--- src/rtl/param_reg_file.sv ---
// param_reg_file: DEPTH x WIDTH register file with broadcast masked functions, two read ports, sticky overflow flags.
module param_reg_file #(
    parameter int WIDTH = 8,
    parameter int DEPTH = 8,
    parameter int SAT   = 0,
    parameter int SELW  = $clog2(DEPTH)
) (
    input  logic             clock,
    input  logic             reset,
    input  logic [WIDTH-1:0] in,
    input  logic [2:0]       fun_sel,
    input  logic [DEPTH-1:0] reg_sel,
    input  logic [SELW-1:0]  O1Sel,
    input  logic [SELW-1:0]  O2Sel,
    output logic [WIDTH-1:0] O1,
    output logic [WIDTH-1:0] O2,
    output logic [DEPTH-1:0] ovf
);
    localparam int H = WIDTH / 2;
    localparam logic [WIDTH-1:0] MAX = '1;
    localparam logic [SELW:0] DEPTH_W = DEPTH[SELW:0];

    logic [WIDTH-1:0] regs_q [DEPTH];
    logic [WIDTH-1:0] regs_d [DEPTH];
    logic [DEPTH-1:0] ovf_q, ovf_d;

    always_comb begin
        for (int i = 0; i < DEPTH; i++) begin
            regs_d[i] = regs_q[i];
            ovf_d[i]  = ovf_q[i];
            if (reg_sel[i]) begin
                case (fun_sel)
                    3'b000: begin
                        regs_d[i] = '0;
                        ovf_d[i]  = 1'b0;
                    end
                    3'b001: regs_d[i] = in;
                    3'b010: begin
                        regs_d[i] = (regs_q[i] == '0) ? ((SAT != 0) ? '0 : MAX) : regs_q[i] - 1'b1;
                        ovf_d[i]  = ovf_q[i] | (regs_q[i] == '0);
                    end
                    3'b011: begin
                        regs_d[i] = (regs_q[i] == MAX) ? ((SAT != 0) ? MAX : '0) : regs_q[i] + 1'b1;
                        ovf_d[i]  = ovf_q[i] | (regs_q[i] == MAX);
                    end
                    3'b100: begin
                        regs_d[i] = {regs_q[i][WIDTH-2:0], 1'b0};
                        ovf_d[i]  = ovf_q[i] | regs_q[i][WIDTH-1];
                    end
                    3'b101: regs_d[i] = {1'b0, regs_q[i][WIDTH-1:1]};
                    3'b110: regs_d[i][H-1:0] = in[H-1:0];
                    3'b111: regs_d[i][WIDTH-1:H] = in[H-1:0];
                endcase
            end
        end
    end

    always_ff @(posedge clock) begin
        if (reset) begin
            for (int i = 0; i < DEPTH; i++) regs_q[i] <= '0;
            ovf_q <= '0;
        end else begin
            regs_q <= regs_d;
            ovf_q  <= ovf_d;
        end
    end

    // Selects beyond DEPTH only exist for non-power-of-two depths and read as zero.
    assign O1  = ({1'b0, O1Sel} < DEPTH_W) ? regs_q[O1Sel] : '0;
    assign O2  = ({1'b0, O2Sel} < DEPTH_W) ? regs_q[O2Sel] : '0;
    assign ovf = ovf_q;
endmodule
--- config.mk ---
export PLATFORM = sky130hd
export DESIGN_NAME = param_reg_file
export DESIGN_NICKNAME = d
export VERILOG_FILES = /design/src/rtl/param_reg_file.sv
export SDC_FILE = /design/constraint.sdc
export NUM_CORES = 1
export LEC_CHECK = 0
export CORE_ASPECT_RATIO = 0.9
export CORE_MARGIN = 3
export CORE_UTILIZATION = 65
export DETAILED_ROUTE_END_ITERATION = 16
export DONT_BUFFER_PORTS = 1
export GPL_ROUTABILITY_DRIVEN = 1
export GPL_TIMING_DRIVEN = 0
export PLACE_DENSITY = 0.92
export SYNTH_ARGS = -nofsm -noshare
export SYNTH_HDL_FRONTEND = slang
export SYNTH_SLANG_ARGS = --single-unit
--- constraint.sdc ---
create_clock -name clock -period 5.85 [get_ports clock]
set_input_delay 0.8775 -clock clock [delete_from_list [all_inputs] [get_ports clock]]
set_output_delay 0.8775 -clock clock [all_outputs]
set_load 0.02 [all_outputs]
After elaboration in Yosys (flattened, before gate mapping)
Index checks and enable logic that the tools add are counted.
{ "totals": {"ff_bits": 72, "latchBits": 0, "ramBits": 0, "romBits": 0, "in_bits": 27, "output_inout_bits": 24, "elab_cells": 166, "memories": 0} }
{ "op_classes": {"addsub": 16, "n_mul": 0, "n_div": 0, "magnitude_cmp": 2, "n_eq_ne": 15, "n_shift": 0, "mux": 46, "bitwise_logic": 26, "n_reduce_logical": 37} }
{ "op_table": {"columns": ["operator", "n"], "rows": [
  ["$pmux W4 S7", 8],
  ["$pmux W4 S6", 8],
  ["$mux W8", 20],
  ["$add A8 B1 Y8 const B", 8],
  ["$eq A8 B8 Y1 const B", 8],
  ["$logic_not A8 Y1", 8],
  ["$sub A8 B1 Y8 const B", 8],
  ["$bmux W8 S3", 2],
  ["$reduce_and A2 Y1", 24],
  ["$pmux W1 S4", 8],
  ["$or A1 B1 Y1", 24],
  ["$eq A3 B3 Y1 const B", 4],
  ["$ge A4 B4 Y1 const B", 2],
  ["$not A3 Y4", 2],
  ["$reduce_bool A7 Y1", 1],
  ["$eq A3 B2 Y1 const B", 2],
  ["$reduce_bool A6 Y1", 1],
  ["$reduce_bool A4 Y1", 1],
  ["$eq A3 B1 Y1 const B", 1],
  ["$logic_not A3 Y1", 1],
  ["$reduce_or A2 Y1", 1]
]} }

Logic depth before layout (Yosys ltp)
{ "depth": {"depth_word": 4, "mapped_depth": 9, "ltp_nobuf": 7} }

Worst setup path after synthesis
No wires, ideal clock.
{ "synth_timing": {"kind": "input to output", "from": "in O1Sel[0]", "to": "out O1[5]", "arrival_time_ns": 2.454, "t_required_ns": 4.973, "setup_slack_ns": 2.519, "cell_stages": 4, "path_buffers": 2, "path_cell_list": "clkbuf_1 buf_2 mux4_1 mux2_2"} }
{ "synth_between": {"elab_chain_cells": 4} }
{ "synth_lines": {"columns": ["element", "line", "text"], "rows": [
  ["start: declaration", "13", "input logic [SELW-1:0] O1Sel,"],
  ["$not A3 Y4 (implied by the code)", "69", "assign O1 = ({1'b0, O1Sel} < DEPTH_W) ? regs_q[O1Sel] : '0;"],
  ["$bmux W8 S3", "69", null],
  ["$mux W8 (implied by the code) (2 in series)", "69", null],
  ["end: declaration", "15", "output logic [WIDTH-1:0] O1,"]
]} }
No other way between the ends. The select of a mux whose other input is x is not followed.

Final worst setup path
Same ends and word-level chain as after synthesis.

==> metrics <==
outcome finished clean; Post-Synth Adder-Cell Area 2.59%; CP max stage delay 0.61 ns; Crit path required time 4.97 ns; CTS sink cnt 72; Synth Area in Simple Gates 20.7%; crit share post-route 61.0%; CTS tree built; Clock Tree Buf Depth 2; nets 1146; clock skew 0.00751 ns; CP startpoint kind primary input; fillers 1011; maxcap violations 0; post-synthesis compound-gate area fraction 31.4%; Root Driver clkbuf_16; Post-Syn Area 8200 um^2; vias in the first global route 9503; RSZ-0062 raised after global routing false; CTS Buf Count 9; CP Buf/Inv Count 2; post-synthesis async set-or-reset flop share 0%; Iteration-0 DRC Markers 2201; Worst-Skew Late Latency 0.37 ns; GRT Total Usage 51.7%; crit-path cells clkbuf_1 > buf_2 > mux4_1 > mux2_2; final WL 37200 um; Die Span Y 113 um; Core Util, Final 71.3%; PortBufs 0; worst vdd ir 0.231 mV; largest net degree at the start of global routing 12; final setup violation count 0; Top-Level Pins 51; Reg clk slew, reported paths 0.06 ns; relative slew slack 12.2%; Pins Over Slew Limit 0; Max FO, Critical Path 10; Yosys reg bits 72; EDFF count, synth 0; Initial Utilization 67.4%; cts hold-fix bufs 0; DRC errors left 0; Antenna Nets Post-Route 0; DR vias 10275; synthesized net count 1135; Unique masters post-synth 86; final hold violations 0; post-synthesis cell count 1091; Die W 124 um; GP Congestion 1.14; Slowest-stage cell, CP mux4_1; proportion of synthesized area in mux cells 15.5%; H-tree level count 3; CP Class primary input to output port; WP data arrival 2.69 ns; router iterations before antenna repair 9; worst min-delay path category flip-flop to flip-flop; minimum period implied by the final worst setup slack 3.57 ns; DR vias/cell 8.10; first-pass GRT wire length 55800 um; DIE AREA 14000 um^2; Layout area overhead 5.86%; Setup crit end kind output port; core area 12200 um^2; Syn. warnings 0; fmax 280 MHz; worst-margin pin slew 1.31 ns; pwr dens 202 nW/um^2; Leak Pwr 3.07 nW; sequential area share after synthesis 17.6%; Top FF cell, synth dfxtp_1; DP HPWL 25800 um; share of post-route cells with drive strength above 1 10.5%; post-synthesis xor/xnor area fraction 3.63%; mean routed wirelength per cell 29.3 um; total gr overflow 0; cells resized by post-CTS repair 0; initial antenna violation count 1; main combinational cell family by area after synthesis compound AO/OA/AOI/OAI gates; Sum Neg Setup Slack 0 ns; Mapped Avg Cell Area 7.51 um^2; row count 38; postcts setup bufs 0; kind of cell adding the most delay to the critical path multiplexers
per-stage QoR:
stage | cell area (um^2) | power, mW | hold WS [ns] | worst slack [ns] | cells
final | 8680 | 1.75 | 0.559 | 2.28 | 1268
after global routing | 8680 | 1.79 | 0.587 | 2.17 | 1267
after CTS | 8680 | 1.69 | 0.540 | 2.27 | 1267
after detailed placement | 8400 | 1.16 | 0.533 | 2.28 | 1251
after global placement | 8400 | 1.15 | 0.538 | 2.28 | 1251
after floorplan | 8200 | 0.996 | 0.477 | 2.52 | 1091
placed cells by master (no fill, tap or decap), types with 17 or more instances in the layout:
cell type and count:
a21oi_1 90, clkbuf_1 85, nand2_1 79, dfxtp_1 72, nor2_1 64, o21ai_0 64
inv_1 38, nand3_1 34, nor3_1 34, o21ai_1 34, mux2i_1 33, buf_2 30
mux4_2 30, a211oi_1 22, a31oi_1 20, mux2_2 18, xnor2_1 17, nor4_1 17
o22ai_1 17, xor2_1 17, o221ai_1 17, ha_1 17
worst paths after layout:
path,to,slack (ns),from,cells past startpoint
worst max-delay path,O1[5],2.28,O1Sel[0],4
worst min-delay path,regs_q[59]$_SDFFE_PP0P_,0.56,regs_q[59]$_SDFFE_PP0P_,2
worst max register to register,regs_q[4]$_SDFFE_PP0P_,3.54,regs_q[0]$_SDFFE_PP0P_,8
worst min register to register,regs_q[59]$_SDFFE_PP0P_,0.56,regs_q[59]$_SDFFE_PP0P_,2
power by group:
group | switching [mW] | internal [mW]
registers | 0.0305 | 0.519
clock network | 0.239 | 0.311
logic | 0.431 | 0.222
total | 0.700 | 1.05
cell usage after synthesis, drive strengths merged (12+ instances only):
cell / instances / area, um^2
nor3: 35 / 180
nand3: 34 / 170
and3: 15 / 93.8
xnor2: 17 / 149
nand4: 15 / 93.8
ha: 17 / 213
nor2: 64 / 240
dfxtp: 72 / 1440
nor4: 17 / 106
a21oi: 91 / 459
clkbuf: 83 / 322
o22ai: 17 / 106
inv: 39 / 146
a211oi: 22 / 165
o221ai: 17 / 149
mux4: 32 / 728
buf: 45 / 233
a31oi: 21 / 146
xor2: 17 / 149
nand2: 80 / 303
mux2i: 33 / 330
mux2: 19 / 214
or3: 12 / 85.1
o21ai: 99 / 499
o211ai: 15 / 113
per-layer routing:
| metal | global-route usage, % | up-vias | share of wire (%) |
|---|---|---|---|
| li1 | - | 4192 | - |
| met1 | 64.2 | 4625 | 34 |
| met2 | 68.7 | 1120 | 37 |
| met3 | 24.5 | 338 | 19 |
| met4 | 39.0 | 0 | 10 |
| met5 | 0 | - | 0 |
flip-flops by register name, indices dropped and copies added, names as in the netlist:
name and count:
regs_q 64, ovf 8
cell type report:
| class | instances | area [um^2] | area share, % |
|---|---|---|---|
| Antenna cell | 1 | 2.50 | 0.0288 |
| Buffer | 128 | 554 | 6.39 |
| Clock buffer | 14 | 264 | 3.04 |
| Clock inverter | 2 | 13.8 | 0.159 |
| Inverter | 39 | 146 | 1.69 |
| Multi-Input combinational cell | 852 | 6060 | 69.8 |
| Sequential cell | 72 | 1440 | 16.6 |
| Tap cell | 160 | 200 | 2.31 |
cell families (layout without fill, tap and decap cells):
group | after synthesis | in the layout
compound gates | 392 | 392
other cells | 0 | 1
mux | 84 | 84
xor+xnor | 34 | 34
buf+inv | 167 | 183
simple gates | 325 | 325
flops | 72 | 72
fa+ha+maj | 17 | 17
worst min-delay path: cells and delay by family (launching register included):
kind / cells / cell delay (ns)
AOI/OAI and AO/OA: 1 / 0.07
buffers and inverters: 1 / 0.09
DFF: 1 / 0.35
Power figures use the tool's default switching activity.
